### config.mk
export PLATFORM = sky130hd
export DESIGN_NAME = query_frame_loader
export DESIGN_NICKNAME = d
export VERILOG_FILES = /design/src/rtl/query_frame_loader.sv
export SDC_FILE = /design/constraint.sdc
export NUM_CORES = 1
export LEC_CHECK = 0
export BUFFER_PORTS_ARGS = -buffer_cell sky130_fd_sc_hd__buf_2
export CORE_MARGIN = 2
export CORE_UTILIZATION = 30
export CTS_BUF_LIST = sky130_fd_sc_hd__clkbuf_2
export DETAILED_ROUTE_END_ITERATION = 7
export SLEW_MARGIN = 20
export SYNTH_ARGS = -nofsm -noshare
export SYNTH_HDL_FRONTEND = slang
export SYNTH_SLANG_ARGS = --single-unit
### constraint.sdc
create_clock -name clk_in -period 3.85 [get_ports clk_in]
set_input_delay 0.1925 -clock clk_in [delete_from_list [all_inputs] [get_ports clk_in]]
set_output_delay 0.1925 -clock clk_in [all_outputs]
set_load 0.02 [all_outputs]
### src/rtl/query_frame_loader.sv
// ============================================================================
// Module   : query_frame_loader
// Brief    : Finds a sync word in the toggle-strobed host word stream, collects
//            DIM query elements plus k, and presents them with valid/ready.
//            Optional build macro QUERY_CHECKSUM_EN adds a trailing checksum word.
// Revision : 1.0 - initial release
// ============================================================================
`default_nettype none

module query_frame_loader #(
    parameter int          DIM            = 8,
    parameter int          K_W            = 16,
    parameter logic [31:0] SYNC_WORD      = 32'hFFFF_FFFF,
    parameter int          TIMEOUT_CYCLES = 100_000_000
) (
    input  logic                  clk_in,
    input  logic                  rst_in,
    input  logic [31:0]           word_in,
    input  logic                  strobe_in,
    input  logic                  ready_in,
    input  logic                  clr_err_in,
    output logic [DIM-1:0][31:0]  query_out,
    output logic [K_W-1:0]        k_out,
    output logic                  valid_out,
    output logic                  busy_out,
    output logic [4:0]            idx_out,
    output logic [4:0]            err_out
);

    localparam int TO_W = (TIMEOUT_CYCLES > 1) ? $clog2(TIMEOUT_CYCLES) : 1;
    localparam logic [TO_W-1:0] TO_LAST =
        TO_W'((TIMEOUT_CYCLES > 0) ? TIMEOUT_CYCLES - 1 : 0);
    localparam logic [4:0] IDX_K = 5'(DIM);
`ifdef QUERY_CHECKSUM_EN
    localparam logic [4:0] IDX_HOLD = 5'(DIM + 2);
`else
    localparam logic [4:0] IDX_HOLD = 5'(DIM + 1);
`endif

    typedef enum logic [1:0] {
        IDLE    = 2'd0,
        COLLECT = 2'd1,
        HOLD    = 2'd2
    } state_t;

    state_t               state, next_state;
    logic                 strobe_q;
    logic                 tog;
    logic [4:0]           idx, next_idx;
    logic [TO_W-1:0]      to_cnt, next_to_cnt;
    logic [DIM-1:0][31:0] shadow;
    logic                 shadow_we;
    logic                 load_out;
    logic [4:0]           err_set;
    logic                 k_bad;
    logic [K_W-1:0]       k_load;

`ifdef QUERY_CHECKSUM_EN
    logic [31:0]          sum;
    logic [K_W-1:0]       k_pend;
    logic                 sum_clr;
    logic                 sum_add;
    logic                 k_we;
`endif

    assign tog   = strobe_in ^ strobe_q;
    assign k_bad = ((word_in >> K_W) != 32'd0) || (word_in == 32'd0);

`ifdef QUERY_CHECKSUM_EN
    assign k_load = k_pend;
`else
    assign k_load = word_in[K_W-1:0];
`endif

    // Next-state and control decode
    always_comb begin
        next_state  = state;
        next_idx    = idx;
        next_to_cnt = to_cnt;
        shadow_we   = 1'b0;
        load_out    = 1'b0;
        err_set     = 5'd0;
`ifdef QUERY_CHECKSUM_EN
        sum_clr     = 1'b0;
        sum_add     = 1'b0;
        k_we        = 1'b0;
`endif
        case (state)
            IDLE: begin
                if (tog) begin
                    if (word_in == SYNC_WORD) begin
                        next_state  = COLLECT;
                        next_idx    = 5'd0;
                        next_to_cnt = '0;
`ifdef QUERY_CHECKSUM_EN
                        sum_clr     = 1'b1;
`endif
                    end else begin
                        err_set[0] = 1'b1;
                    end
                end
            end
            COLLECT: begin
                if (tog) begin
                    next_to_cnt = '0;
                    if (word_in == SYNC_WORD) begin
                        next_idx = 5'd0;
`ifdef QUERY_CHECKSUM_EN
                        sum_clr  = 1'b1;
`endif
                    end else if (idx < IDX_K) begin
                        shadow_we = 1'b1;
                        next_idx  = idx + 5'd1;
`ifdef QUERY_CHECKSUM_EN
                        sum_add   = 1'b1;
`endif
                    end else if (idx == IDX_K) begin
                        if (k_bad) begin
                            err_set[2] = 1'b1;
                            next_state = IDLE;
                        end else begin
`ifdef QUERY_CHECKSUM_EN
                            k_we     = 1'b1;
                            sum_add  = 1'b1;
                            next_idx = idx + 5'd1;
`else
                            load_out   = 1'b1;
                            next_state = HOLD;
`endif
                        end
                    end
`ifdef QUERY_CHECKSUM_EN
                    else begin
                        if (word_in == sum) begin
                            load_out   = 1'b1;
                            next_state = HOLD;
                        end else begin
                            err_set[4] = 1'b1;
                            next_state = IDLE;
                        end
                    end
`endif
                end else if (TIMEOUT_CYCLES != 0) begin
                    if (to_cnt == TO_LAST) begin
                        err_set[1] = 1'b1;
                        next_state = IDLE;
                    end else begin
                        next_to_cnt = to_cnt + 1'b1;
                    end
                end
            end
            HOLD: begin
                if (ready_in) begin
                    next_state = IDLE;
                end
                // Words arriving while a frame is held are discarded, SYNC included
                if (tog) begin
                    err_set[3] = 1'b1;
                end
            end
            default: begin
                next_state = IDLE;
            end
        endcase
    end

    always_ff @(posedge clk_in or negedge rst_in) begin
        if (!rst_in) begin
            state    <= IDLE;
            strobe_q <= 1'b0;
            idx      <= 5'd0;
            to_cnt   <= '0;
        end else begin
            state    <= next_state;
            strobe_q <= strobe_in;
            idx      <= next_idx;
            to_cnt   <= next_to_cnt;
        end
    end

    // Shadow buffer and the presented frame
    always_ff @(posedge clk_in or negedge rst_in) begin
        if (!rst_in) begin
            shadow    <= '0;
            query_out <= '0;
            k_out     <= '0;
        end else begin
            for (int i = 0; i < DIM; i++) begin
                if (shadow_we && (idx == 5'(i))) begin
                    shadow[i] <= word_in;
                end
            end
            if (load_out) begin
                query_out <= shadow;
                k_out     <= k_load;
            end
        end
    end

`ifdef QUERY_CHECKSUM_EN
    always_ff @(posedge clk_in or negedge rst_in) begin
        if (!rst_in) begin
            sum    <= 32'd0;
            k_pend <= '0;
        end else begin
            if (sum_clr) begin
                sum <= 32'd0;
            end else if (sum_add) begin
                sum <= sum + word_in;
            end
            if (k_we) begin
                k_pend <= word_in[K_W-1:0];
            end
        end
    end
`endif

    // A new error in the clearing cycle survives the clear
    always_ff @(posedge clk_in or negedge rst_in) begin
        if (!rst_in) begin
            err_out <= 5'd0;
        end else begin
            err_out <= (clr_err_in ? 5'd0 : err_out) | err_set;
        end
    end

    assign valid_out = (state == HOLD);
    assign busy_out  = (state == COLLECT);

    always_comb begin
        idx_out = 5'd0;
        case (state)
            COLLECT: idx_out = idx;
            HOLD:    idx_out = IDX_HOLD;
            default: idx_out = 5'd0;
        endcase
    end

endmodule

`default_nettype wire

==> results of run 1 <==
==> worst min-delay path by stage <==
| stage | from | end | slack (ns) | cells after the start |
|---|---|---|---|---|
| 2_1_floorplan | rst_in | err_out[0]$_DFF_PN0_ | -0.10 | 0 |
| 3_3_place_gp | rst_in | shadow[59]$_DFFE_PN0P_ | 0.34 | 1 |
| 3_5_place_dp | rst_in | shadow[27]$_DFFE_PN0P_ | 0.35 | 1 |
| 4_1_cts | clr_err_in | err_out[1]$_DFF_PN0_ | 0.18 | 5 |
| 5_1_grt | word_in[18] | to_cnt[14]$_DFFE_PN0P_ | 0.25 | 8 |
| 6_report | word_in[18] | to_cnt[14]$_DFFE_PN0P_ | 0.35 | 8 |
==> worst max-delay path: stages <==
cell	delay, ns
sky130_fd_sc_hd__dlygate4sd3_1	0.54
sky130_fd_sc_hd__buf_2	0.12
sky130_fd_sc_hd__dlygate4sd3_1	0.62
sky130_fd_sc_hd__nand4_2	0.10
sky130_fd_sc_hd__dlygate4sd3_1	0.61
sky130_fd_sc_hd__nor4_4	0.48
sky130_fd_sc_hd__nand3_1	0.16
sky130_fd_sc_hd__dlygate4sd3_1	0.66
sky130_fd_sc_hd__o22ai_1	0.20
sky130_fd_sc_hd__a211o_1	0.17
sky130_fd_sc_hd__mux2i_1	0.20
sky130_fd_sc_hd__dlygate4sd3_1	0.56
==> power groups by stage <==
| stage | clock (mW) | combinational [mW] | sequential, mW |
|---|---|---|---|
| floorplan | 0 | 1.42 | 7.35 |
| global placement | 0 | 1.88 | 7.48 |
| detailed placement | 0 | 1.96 | 7.55 |
| CTS | 4.41 | 2.05 | 7.43 |
| global route | 4.74 | 2.21 | 7.56 |
| finish | 4.18 | 2.01 | 7.43 |
==> synth_stat cells, types with 2 or more instances <==
| master | n | area [µm²] |
|---|---|---|
| sky130_fd_sc_hd__nor4_1 | 10 | 62.56 |
| sky130_fd_sc_hd__dfrtp_1 | 567 | 14190 |
| sky130_fd_sc_hd__nor2b_1 | 3 | 18.77 |
| sky130_fd_sc_hd__mux2_2 | 229 | 2579 |
| sky130_fd_sc_hd__and2_1 | 8 | 50.05 |
| sky130_fd_sc_hd__xnor2_1 | 12 | 105.1 |
| sky130_fd_sc_hd__o41ai_1 | 3 | 26.28 |
| sky130_fd_sc_hd__buf_2 | 40 | 200.2 |
| sky130_fd_sc_hd__clkbuf_1 | 24 | 90.09 |
| sky130_fd_sc_hd__nor3_1 | 2 | 10.01 |
| sky130_fd_sc_hd__buf_4 | 14 | 105.1 |
| sky130_fd_sc_hd__nand4_1 | 19 | 118.9 |
| sky130_fd_sc_hd__inv_1 | 10 | 37.54 |
| sky130_fd_sc_hd__or3_1 | 11 | 68.82 |
| sky130_fd_sc_hd__clkbuf_2 | 2 | 10.01 |
| sky130_fd_sc_hd__mux2_1 | 244 | 2748 |
| sky130_fd_sc_hd__or2_2 | 3 | 18.77 |
| sky130_fd_sc_hd__o21ai_0 | 12 | 60.06 |
| sky130_fd_sc_hd__nor2_1 | 18 | 67.56 |
| sky130_fd_sc_hd__nand4_2 | 3 | 37.54 |
| sky130_fd_sc_hd__o21ai_1 | 7 | 35.03 |
| sky130_fd_sc_hd__and4bb_1 | 2 | 25.02 |
| sky130_fd_sc_hd__a211oi_1 | 8 | 60.06 |
| sky130_fd_sc_hd__a21oi_1 | 16 | 80.08 |
| sky130_fd_sc_hd__buf_6 | 22 | 247.7 |
| sky130_fd_sc_hd__and4b_1 | 2 | 20.02 |
| sky130_fd_sc_hd__nor4b_1 | 3 | 26.28 |
| sky130_fd_sc_hd__mux2_4 | 57 | 855.8 |
| sky130_fd_sc_hd__ha_1 | 8 | 100.1 |
| sky130_fd_sc_hd__nor4_2 | 2 | 25.02 |
| sky130_fd_sc_hd__a22o_1 | 5 | 43.79 |
| sky130_fd_sc_hd__nand2_1 | 20 | 75.07 |
| sky130_fd_sc_hd__nand3_1 | 12 | 60.06 |
==> state kept, by name, indices dropped and copies added, names as in the netlist <==
signal / flops
query_out: 256
shadow: 256
to_cnt: 27
k_out: 16
idx: 5
err_out: 4
state: 2
strobe_q: 1
==> repair_timing <==
item / CTS / global route
setup endpoints to repair: 0 / 1
setup buffers: 0 / 0
hold buffers: 85 / 0
hold endpoints to repair: 878 / 0
==> routing by layer <==
metal / up-vias / routed length (µm) / track usage [%]
met5: - / 0 / 0
met4: 0 / 1575 / 5.891
met3: 107 / 3553 / 4.523
met2: 377 / 29550 / 26.01
met1: 7159 / 26900 / 20.65
li1: 6121 / - / -
==> cells by family after synthesis <==
group | after synthesis | synth area share, %
XOR/XNOR | 13 | 0.5069
AND/OR/NAND/NOR | 128 | 3.487
multiplexers | 531 | 27.57
adder cells (fa/ha/maj) | 8 | 0.4457
other | 1 | 0.01670
flip-flops | 567 | 63.17
AO/OA/AOI/OAI | 61 | 1.727
buffers and inverters | 112 | 3.075
==> metrics by stage <==
step / std cells / hold slack (ns)
after global routing: 2984 / 0.2538
after detailed placement: 2642 / 0.3547
after global placement: 2642 / 0.3384
after floorplan: 1421 / -0.1031
final: 2985 / 0.3513
after CTS: 2982 / 0.1761
==> cell type report <==
| class | instances | area share (%) |
|---|---|---|
| multi-input cells | 742 | 27.88 |
| flip-flops and latches | 567 | 51.99 |
| repair buffers | 438 | 10.68 |
| well taps | 969 | 4.443 |
| clock inverters | 40 | 0.8895 |
| inverters | 10 | 0.1375 |
| clock buffers | 215 | 3.943 |
| diodes | 4 | 0.03668 |
==> reports/results.md, run 1 <==
| Stage | Item | Value |
|---|---|---|
| outcome | Outcome | complete, no violations |
| route | Total wire length | 61,580 µm |
| global route | Overflow after GRT | 0 |
| cts | CTS H-Tree Depth | 4 |
| floorplanning | Total core area | 74,320 µm² |
| pwr | Power spent charging and discharging nets | 3.955 mW |
| floorplanning | Die Area | 77,070 µm² |
| critical path | R2R cell count | 7 |
| floorplanning | Starting utilization of the core area | 30.22% |
| critical path | Source of the critical timing path | word_in[23] |
| final layout | Most frequent cells in the layout | sky130_fd_sc_hd__dfrtp_1 (567), sky130_fd_sc_hd__buf_2 (318), sky130_fd_sc_hd__mux2_1 (244) |
| floorplanning | Die width | 277.6 µm |
| synth | Post-Synthesis Mean Instance Area | 15.81 µm² |
| timing | F_max | 292.3 MHz |
| pwr | Share of power burned in combinational logic | 14.7% |
| final layout | Layout cell share with drive strength beyond 1 | 44.14% |
| cts | Number of gates resized after CTS | 0 |
| final layout | Area used by multi-input combinational logic | 7607 µm² |
| critical path | Critical path class | in2reg |
| timing | Worst Skew | 0.08295 ns |
| synth | Proportion of synthesized chip area in sequential cells | 63.17% |
| final layout | Layout Cell Area excl Fill | 27,290 µm² |
| place | Standard cell area after detailed placement | 25,100 µm² |
| floorplanning | Die height | 277.6 µm |
| synth | Syn nets | 1,466 |
| synth | Number of distinct library cells after synthesis | 56 |
| timing | Min setup slack post-route | 0.4288 ns |
| place | Post-DP HPWL | 37,180 µm |
| route | Number of remaining DRC errors | 0 |
| timing | Part of the cycle the worst path needs | 88.86% |
| final layout | Number of nets in the final layout | 1,955 |
| pwr | Internal power | 9.661 mW |
| critical path | Kind of end point of the critical path | register |
| critical path | Critical path arrival | 4.62 ns |
| global route | Global-route wire length before repair | 92,980 µm |
| pwr | Total power after layout | 13.62 mW |
| pwr | Seq pwr share | 54.6% |
| global route | All-Layer GR Usage | 16.12% |
| critical path | Worst-path fanout max | 4 |
| synth | Share of flip-flops with an asynchronous set or reset | 100.0% |
| global route | Number of global-route vias before repair | 14,730 |
| timing | Final setup violation count | 0 |
| min path | Worst min-delay path category | in2reg |
| timing | Time the final worst path needs with I/O delays and setup | 3.421 ns |
| route | Routed vias | 13,760 |
| job | Max-capacitance violation count | 0 |
| place | Port Buffers | 319 |
| cts | Clock latency at the later pin of the worst-skew pair | 1.26 ns |
| global route | Maximum number of pins on one net before global-route repair | 114 |
| cts | Number of CTS-inserted buffers | 151 |
| cts | CTS Root Buffer Type | sky130_fd_sc_hd__clkbuf_2 |
| synth | Post-synthesis instance area | 22,460 µm² |
| pwr | Cell leakage power | 14.61 nW |
| global route | Antenna violations before repair | 4 |
| route | Routed wirelength normalized by instance count | 20.63 µm |
| final layout | Most common cell after layout, fill and taps aside | sky130_fd_sc_hd__dfrtp_1 |
| critical path | Startpoint types | input pin |
| place | Placer's final routability congestion estimate | 0.7344 |
| final layout | Register area | 14,190 µm² |
| critical path | Reg2Reg Launch Point | state[1]$_DFFE_PN0P_ |
| route | Pre-antenna DRT Iters | 4 |
| route | ANT nets after route | 0 |
| timing | Transition time of the tightest slew-check pin | 0.8795 ns |
| critical path | CP required | 5.05 ns |
| floorplanning | Number of rows in the core area | 100 |
| cts | CTS tree | built |
| timing | Unrepaired setup endpoints after global routing | no |
| pwr | Peak supply drop | 0.2285 mV |
| critical path | Critical R2R Capture | shadow[123]$_DFFE_PN0P_ |
| timing | Hold violation count in the final report | 0 |
| route | Initial DRC count | 596 |
| timing | Total count of max-transition violations in the final report | 0 |
| synth | Instance count of the mapped netlist | 1,421 |
| cts | Maximum count of clock buffers along a single path | 3 |
| pwr | Share of power burned in the clock network | 30.7% |
| final layout | Util after Layout | 36.72% |
| pwr | Switch share | 29.05% |
| final layout | Growth of design area from synthesis to finish | 21.50% |
| timing | Accumulated negative setup slack | 0 ns |
| cts | Clock slew at reported path FFs | 0.09 ns |
| place | Place WS | 0.7360 ns |
| synth | Commonest register cell after synthesis | sky130_fd_sc_hd__dfrtp_1 |
| timing | Normalized max-slew margin | 40.88% |
| synth | Number of warnings issued by yosys | 0 |
| floorplanning | Number of top-level pins | 321 |
| critical path | Register-to-register setup slack | 0.76 ns |
| synth | Number of enable-type register cells in the synthesized netlist | 0 |
| pwr | Cell Pwr Density | 499.0 nW/µm² |
| final layout | Number of inserted filler cells in the final layout | 7,205 |
| synth | Total of flip-flops plus latches after synthesis | 567 |
| route | Ratio of routed vias to standard cells | 4.611 |
| cts | Sinks on the clock net | 567 |
| critical path | Crit path capture | state[1]$_DFFE_PN0P_ |
No activity file was read; power rests on OpenSTA's default activity.
==> inputs of run 2 (changes only) <==
--- a/config.mk
+++ b/config.mk
@@ -14,3 +14,4 @@
 export SYNTH_ARGS = -nofsm -noshare
 export SYNTH_HDL_FRONTEND = slang
 export SYNTH_SLANG_ARGS = --single-unit
+export TNS_END_PERCENT = 100
==> constraint.sdc (replaced) <==
create_clock -name clk_in -period 3.15 [get_ports clk_in]
set_input_delay 0.1575 -clock clk_in [delete_from_list [all_inputs] [get_ports clk_in]]
set_output_delay 0.1575 -clock clk_in [all_outputs]
set_load 0.02 [all_outputs]
==> reports/results.md, run 2 (same netlist as run 1, synthesis figures left out) <==
| Stage | Item | Value |
|---|---|---|
| global route | Global-route wire length before repair | 93,830 µm |
| cts | Maximum count of clock buffers along a single path | 3 |
| floorplanning | Total core area | 74,320 µm² |
| final layout | Register area | 14,190 µm² |
| global route | All-Layer GR Usage | 16.13% |
| pwr | Cell Pwr Density | 602.9 nW/µm² |
| timing | Total count of max-transition violations in the final report | 0 |
| route | Ratio of routed vias to standard cells | 4.618 |
| route | ANT nets after route | 0 |
| route | Initial DRC count | 682 |
| global route | Overflow after GRT | 0 |
| route | Total length of routed met3 wires | 3035 µm |
| timing | Accumulated negative setup slack | 0 ns |
| critical path | CP required | 4.33 ns |
| timing | Time the final worst path needs with I/O delays and setup | 3.019 ns |
| cts | CTS H-Tree Depth | 4 |
| route | Routed wirelength normalized by instance count | 20.32 µm |
| final layout | Layout cell share with drive strength beyond 1 | 45.62% |
| floorplanning | Die width | 277.6 µm |
| critical path | Critical path class | in2reg |
| route | DR top layer | met4 |
| min path | Instance count along the most critical hold path | 5 |
| final layout | Most common cell after layout, fill and taps aside | sky130_fd_sc_hd__dfrtp_1 |
| critical path | R2R cell count | 7 |
| cts | Number of CTS-inserted buffers | 153 |
| global route | Antenna violations before repair | 4 |
| route | WL met2 | 30,050 µm |
| cts | CTS Root Buffer Type | sky130_fd_sc_hd__clkbuf_2 |
| cts | Clock slew at reported path FFs | 0.10 ns |
| cts | CTS tree | built |
| final layout | Number of inserted filler cells in the final layout | 7,128 |
| timing | F_max | 331.2 MHz |
| global route | Number of global-route vias before repair | 15,220 |
| floorplanning | Number of rows in the core area | 100 |
| min path | Worst min-delay path category | in2reg |
| floorplanning | Number of top-level pins | 321 |
| timing | Hold violation count in the final report | 0 |
| timing | Worst Skew | 0.09992 ns |
| route | Total wire length | 61,850 µm |
| floorplanning | Die height | 277.6 µm |
| critical path | Startpoint types | input pin |
| timing | Transition time of the tightest slew-check pin | 0.9018 ns |
| pwr | Cell leakage power | 14.91 nW |
| pwr | Total power after layout | 16.81 mW |
| final layout | Number of nets in the final layout | 2,010 |
| cts | Sinks on the clock net | 567 |
| final layout | Biggest registers after layout | query_out: 256 flops, shadow: 256 flops, to_cnt: 27 flops |
| route | Detailed-route wire length on metal 1 | 27,490 µm |
| route | Number of remaining DRC errors | 0 |
| floorplanning | Die Area | 77,070 µm² |
| route | Routed vias | 14,060 |
| critical path | Critical path arrival | 4.20 ns |
| final layout | Growth of design area from synthesis to finish | 24.14% |
| timing | Part of the cycle the worst path needs | 95.85% |
| final layout | Area used by multi-input combinational logic | 7610 µm² |
| timing | Unrepaired setup endpoints after global routing | no |
| critical path | Worst-path fanout max | 4 |
| timing | Final setup violation count | 0 |
| floorplanning | Starting utilization of the core area | 30.22% |
| final layout | Most frequent cells in the layout | sky130_fd_sc_hd__dfrtp_1 (567), sky130_fd_sc_hd__buf_2 (318), sky130_fd_sc_hd__mux2_1 (244) |
| place | Post-DP HPWL | 39,400 µm |
| job | Max-capacitance violation count | 0 |
| place | Port Buffers | 319 |
| cts | Clock latency at the later pin of the worst-skew pair | 1.30 ns |
| global route | Maximum number of pins on one net before global-route repair | 118 |
| outcome | Outcome | complete, no violations |
| pwr | Peak supply drop | 0.2408 mV |
| critical path | Kind of end point of the critical path | register |
| place | Placer's final routability congestion estimate | 0.7695 |
| route | Pre-antenna DRT Iters | 5 |
| timing | Normalized max-slew margin | 39.38% |
==> run 2: cell types whose count changed in the layout (fill, tap and decap cells not counted), moves of 2 or more <==
cell,before,now
sky130_fd_sc_hd__buf_4,20,57
sky130_fd_sc_hd__buf_12,15,23
sky130_fd_sc_hd__clkinv_4,0,4
sky130_fd_sc_hd__inv_6,0,2
sky130_fd_sc_hd__clkinv_1,25,21
sky130_fd_sc_hd__dlygate4sd3_1,83,88
sky130_fd_sc_hd__clkbuf_2,215,217
sky130_fd_sc_hd__diode_2,4,8
sky130_fd_sc_hd__buf_6,0,2
sky130_fd_sc_hd__inv_2,5,2
==> run 2: power by group <==
group          total (mW)  internal [mW]  switching (mW)
Clock                5.23           2.11            3.12
Sequential           9.08           8.46           0.618
Combinational        2.50           1.31            1.19
==> run 2: worst paths after layout <==
kind	startpoint	end	slack, ns
max reg2reg	to_cnt[0]$_DFFE_PN0P_	to_cnt[3]$_DFFE_PN0P_	0.43
min in group asynchronous	rst_in	shadow[91]$_DFFE_PN0P_	0.54
max in group asynchronous	rst_in	k_out[12]$_DFFE_PN0P_	1.58
min	clr_err_in	err_out[3]$_DFF_PN0_	0.37
max	word_in[1]	err_out[0]$_DFF_PN0_	0.13
min reg2reg	shadow[101]$_DFFE_PN0P_	query_out[101]$_DFFE_PN0P_	0.40
==> run 2: per-stage QoR <==
stage | utilization (%) | hold slack (ns) | setup slack, ns | cells | cell area, µm²
global route | 37.51 | 0.2115 | 0.03311 | 3042 | 27880
global placement | 34.30 | 0.1895 | 0.2769 | 2682 | 25490
finish | 37.52 | 0.3706 | 0.1308 | 3044 | 27880
CTS | 37.37 | 0.1402 | 0.05163 | 3029 | 27770
detailed placement | 34.30 | 0.1892 | 0.2379 | 2682 | 25490
floorplan | - | -0.1381 | 0.9611 | 1421 | 22460
==> run 2: timing repair <==
item                                    in CTS  in global routing
resized for setup                            0                  2
endpoints found under the setup margin       0                138
hold buffers                                90                  0
setup buffers                                0                  7
endpoints found under the hold margin      987                  0
==> run 2: final cells by class <==
type | count | share of cell area, %
sequential | 567 | 50.89
multi-input combinational | 742 | 27.29
timing repair buffer | 491 | 12.38
tap | 969 | 4.348
clock buffer | 217 | 3.895
clock inverter | 40 | 0.9917
inverter | 10 | 0.1346
antenna | 8 | 0.07180
==> run 2: layer usage <==
metal	track usage [%]	vias to the layer above
li1	-	6234
met1	20.77	7339
met2	26.15	384
met3	4.161	100
met4	5.988	0
met5	0	-
==> run 2: worst max-delay path: stages <==
cell	delay, ns
sky130_fd_sc_hd__dlygate4sd3_1	0.58
sky130_fd_sc_hd__buf_2	0.12
sky130_fd_sc_hd__dlygate4sd3_1	0.59
sky130_fd_sc_hd__nand4_2	0.10
sky130_fd_sc_hd__dlygate4sd3_1	0.60
sky130_fd_sc_hd__nor4_4	0.48
sky130_fd_sc_hd__nand3_1	0.13
sky130_fd_sc_hd__dlygate4sd3_1	0.65
sky130_fd_sc_hd__a22o_1	0.21
sky130_fd_sc_hd__dlygate4sd3_1	0.58
==> inputs of run 3 (changes only) <==
--- a/config.mk
+++ b/config.mk
@@ -7,9 +7,10 @@
 export LEC_CHECK = 0
 export BUFFER_PORTS_ARGS = -buffer_cell sky130_fd_sc_hd__buf_2
 export CORE_MARGIN = 2
-export CORE_UTILIZATION = 30
+export CORE_UTILIZATION = 55
 export CTS_BUF_LIST = sky130_fd_sc_hd__clkbuf_2
 export DETAILED_ROUTE_END_ITERATION = 7
+export PLACE_DENSITY = 0.77
 export SLEW_MARGIN = 20
 export SYNTH_ARGS = -nofsm -noshare
 export SYNTH_HDL_FRONTEND = slang
==> reports/results.md, run 3 (same netlist as run 1, synthesis figures left out) <==
| Stage | Item | Value |
|---|---|---|
| pwr | Cell leakage power | 14.65 nW |
| min path | Worst min-delay path category | in2reg |
| job | Max-capacitance violation count | 0 |
| cts | CTS H-Tree Depth | 4 |
| global route | All-Layer GR Usage | 26.07% |
| floorplanning | Die Area | 42,470 µm² |
| critical path | Worst-path fanout max | 20 |
| final layout | Most frequent cells in the layout | sky130_fd_sc_hd__dfrtp_1 (567), sky130_fd_sc_hd__buf_2 (316), sky130_fd_sc_hd__mux2_1 (244) |
| floorplanning | Total core area | 40,550 µm² |
| timing | Min setup slack post-route | 0.05434 ns |
| cts | Number of CTS-inserted buffers | 145 |
| cts | Clock slew at reported path FFs | 0.14 ns |
| final layout | Layout cell share with drive strength beyond 1 | 45.37% |
| cts | CTS tree | built |
| critical path | Critical path arrival | 4.03 ns |
| global route | Number of global-route vias before repair | 14,770 |
| timing | Part of the cycle the worst path needs | 98.27% |
| route | Routed wirelength normalized by instance count | 21.35 µm |
| global route | Overflow after GRT | 0 |
| timing | Final setup violation count | 0 |
| route | Number of remaining DRC errors | 0 |
| place | Port Buffers | 319 |
| place | Post-DP HPWL | 34,890 µm |
| floorplanning | Number of rows in the core area | 74 |
| timing | Hold violation count in the final report | 0 |
| timing | F_max | 323.0 MHz |
| timing | Worst Skew | 0.05189 ns |
| timing | Unrepaired setup endpoints after global routing | no |
| cts | Clock latency at the later pin of the worst-skew pair | 1.04 ns |
| final layout | Biggest registers after layout | query_out: 256 flops, shadow: 256 flops, to_cnt: 27 flops |
| timing | Total count of max-transition violations in the final report | 0 |
| route | Initial DRC count | 854 |
| global route | Maximum number of pins on one net before global-route repair | 95 |
| place | Placer's final routability congestion estimate | 0.8812 |
| critical path | CP required | 4.09 ns |
| timing | Time the final worst path needs with I/O delays and setup | 3.096 ns |
| timing | Accumulated negative setup slack | 0 ns |
| final layout | Most common cell after layout, fill and taps aside | sky130_fd_sc_hd__dfrtp_1 |
| cts | CTS Root Buffer Type | sky130_fd_sc_hd__clkbuf_2 |
| global route | Global-route wire length before repair | 83,700 µm |
| final layout | Growth of design area from synthesis to finish | 19.26% |
| pwr | Cell Pwr Density | 616.0 nW/µm² |
| route | Ratio of routed vias to standard cells | 5.452 |
| critical path | Startpoint types | input pin |
| route | Routed vias | 13,870 |
| floorplanning | Die width | 206.1 µm |
| global route | Antenna violations before repair | 1 |
| floorplanning | Number of top-level pins | 321 |
| critical path | Kind of end point of the critical path | register |
| floorplanning | Die height | 206.1 µm |
| final layout | Number of nets in the final layout | 1,969 |
| final layout | Number of inserted filler cells in the final layout | 2,957 |
| outcome | Outcome | complete, no violations |
| route | Pre-antenna DRT Iters | 5 |
| cts | Maximum count of clock buffers along a single path | 3 |
| pwr | Peak supply drop | 0.3531 mV |
| critical path | Critical path class | in2reg |
| timing | Transition time of the tightest slew-check pin | 0.8456 ns |
| pwr | Total power after layout | 16.50 mW |
| cts | Sinks on the clock net | 567 |
| timing | Normalized max-slew margin | 43.16% |
| place | Place WS | 0.1489 ns |
| floorplanning | Starting utilization of the core area | 55.38% |
| route | ANT nets after route | 0 |
| route | Total wire length | 54,300 µm |
run 3: final timing paths:
kind                                               from                    endpoint  slack (ns)  cells past startpoint
worst max-delay path                         word_in[6]       to_cnt[3]$_DFFE_PN0P_        0.05                     12
worst min-delay path                         word_in[2]       shadow[2]$_DFFE_PN0P_         0.1                      3
worst max register to register     state[1]$_DFFE_PN0P_     shadow[138]$_DFFE_PN0P_        0.49                      7
worst min register to register  shadow[186]$_DFFE_PN0P_  query_out[186]$_DFFE_PN0P_        0.48                      1
max in group asynchronous                        rst_in     shadow[152]$_DFFE_PN0P_        2.28                      5
min in group asynchronous                        rst_in      to_cnt[16]$_DFFE_PN0P_        0.32                      4
run 3: routing by layer:
metal,global-route usage (%),up-vias,part of all wire [%]
met5,0,-,0
met4,11.12,0,3.1
met2,41.32,428,48
met3,6.370,87,5.4
met1,34.51,7228,43
li1,-,6126,-
run 3: what timing repair did:
| action | in CTS | in global routing |
|---|---|---|
| gates resized for setup | 0 | 5 |
| endpoints found under the hold margin | 879 | 0 |
| buffers inserted | 0 | 0 |
| hold buffers | 71 | 0 |
| endpoints found under the setup margin | 0 | 12 |
run 3: metrics by stage:
step	instance area [µm²]	util, %	hold slack (ns)	cells
2_1_floorplan	22460	-	-0.1381	1421
3_3_place_gp	24760	61.06	0.1768	2238
3_5_place_dp	24760	61.06	0.1865	2238
4_1_cts	26770	66.00	0.003811	2542
5_1_grt	26790	66.05	0.02107	2544
6_report	26790	66.05	0.09954	2544
run 3: final cells by class:
class / instances / area [µm²] / area share (%)
Clock buffer: 208 / 1041 / 3.886
Tap cell: 532 / 665.6 / 2.485
Timing Repair Buffer: 458 / 3000 / 11.20
Sequential cell: 567 / 14190 / 52.97
Antenna cell: 2 / 5.005 / 0.01868
Multi-Input combinational cell: 742 / 7615 / 28.43
Clock inverter: 25 / 234.0 / 0.8735
Inverter: 10 / 37.54 / 0.1401
run 3: report_power, final:
part	internal (mW)	total [mW]	switching, mW
Combinational	1.30	2.46	1.15
Sequential	8.46	9.10	0.642
Clock	2.14	4.94	2.80
Total	11.9	16.5	4.60
run 3: critical path, cell delays in order:
cell	delay (ns)
sky130_fd_sc_hd__dlygate4sd3_1	0.52
sky130_fd_sc_hd__dlygate4sd3_1	0.57
sky130_fd_sc_hd__clkbuf_4	0.23
sky130_fd_sc_hd__nand4_1	0.12
sky130_fd_sc_hd__dlygate4sd3_1	0.60
sky130_fd_sc_hd__nor2_2	0.13
sky130_fd_sc_hd__dlygate4sd3_1	0.62
sky130_fd_sc_hd__nand4_2	0.16
sky130_fd_sc_hd__and2_2	0.26
sky130_fd_sc_hd__buf_12	0.16
sky130_fd_sc_hd__or3_1	0.34
sky130_fd_sc_hd__a21oi_1	0.15
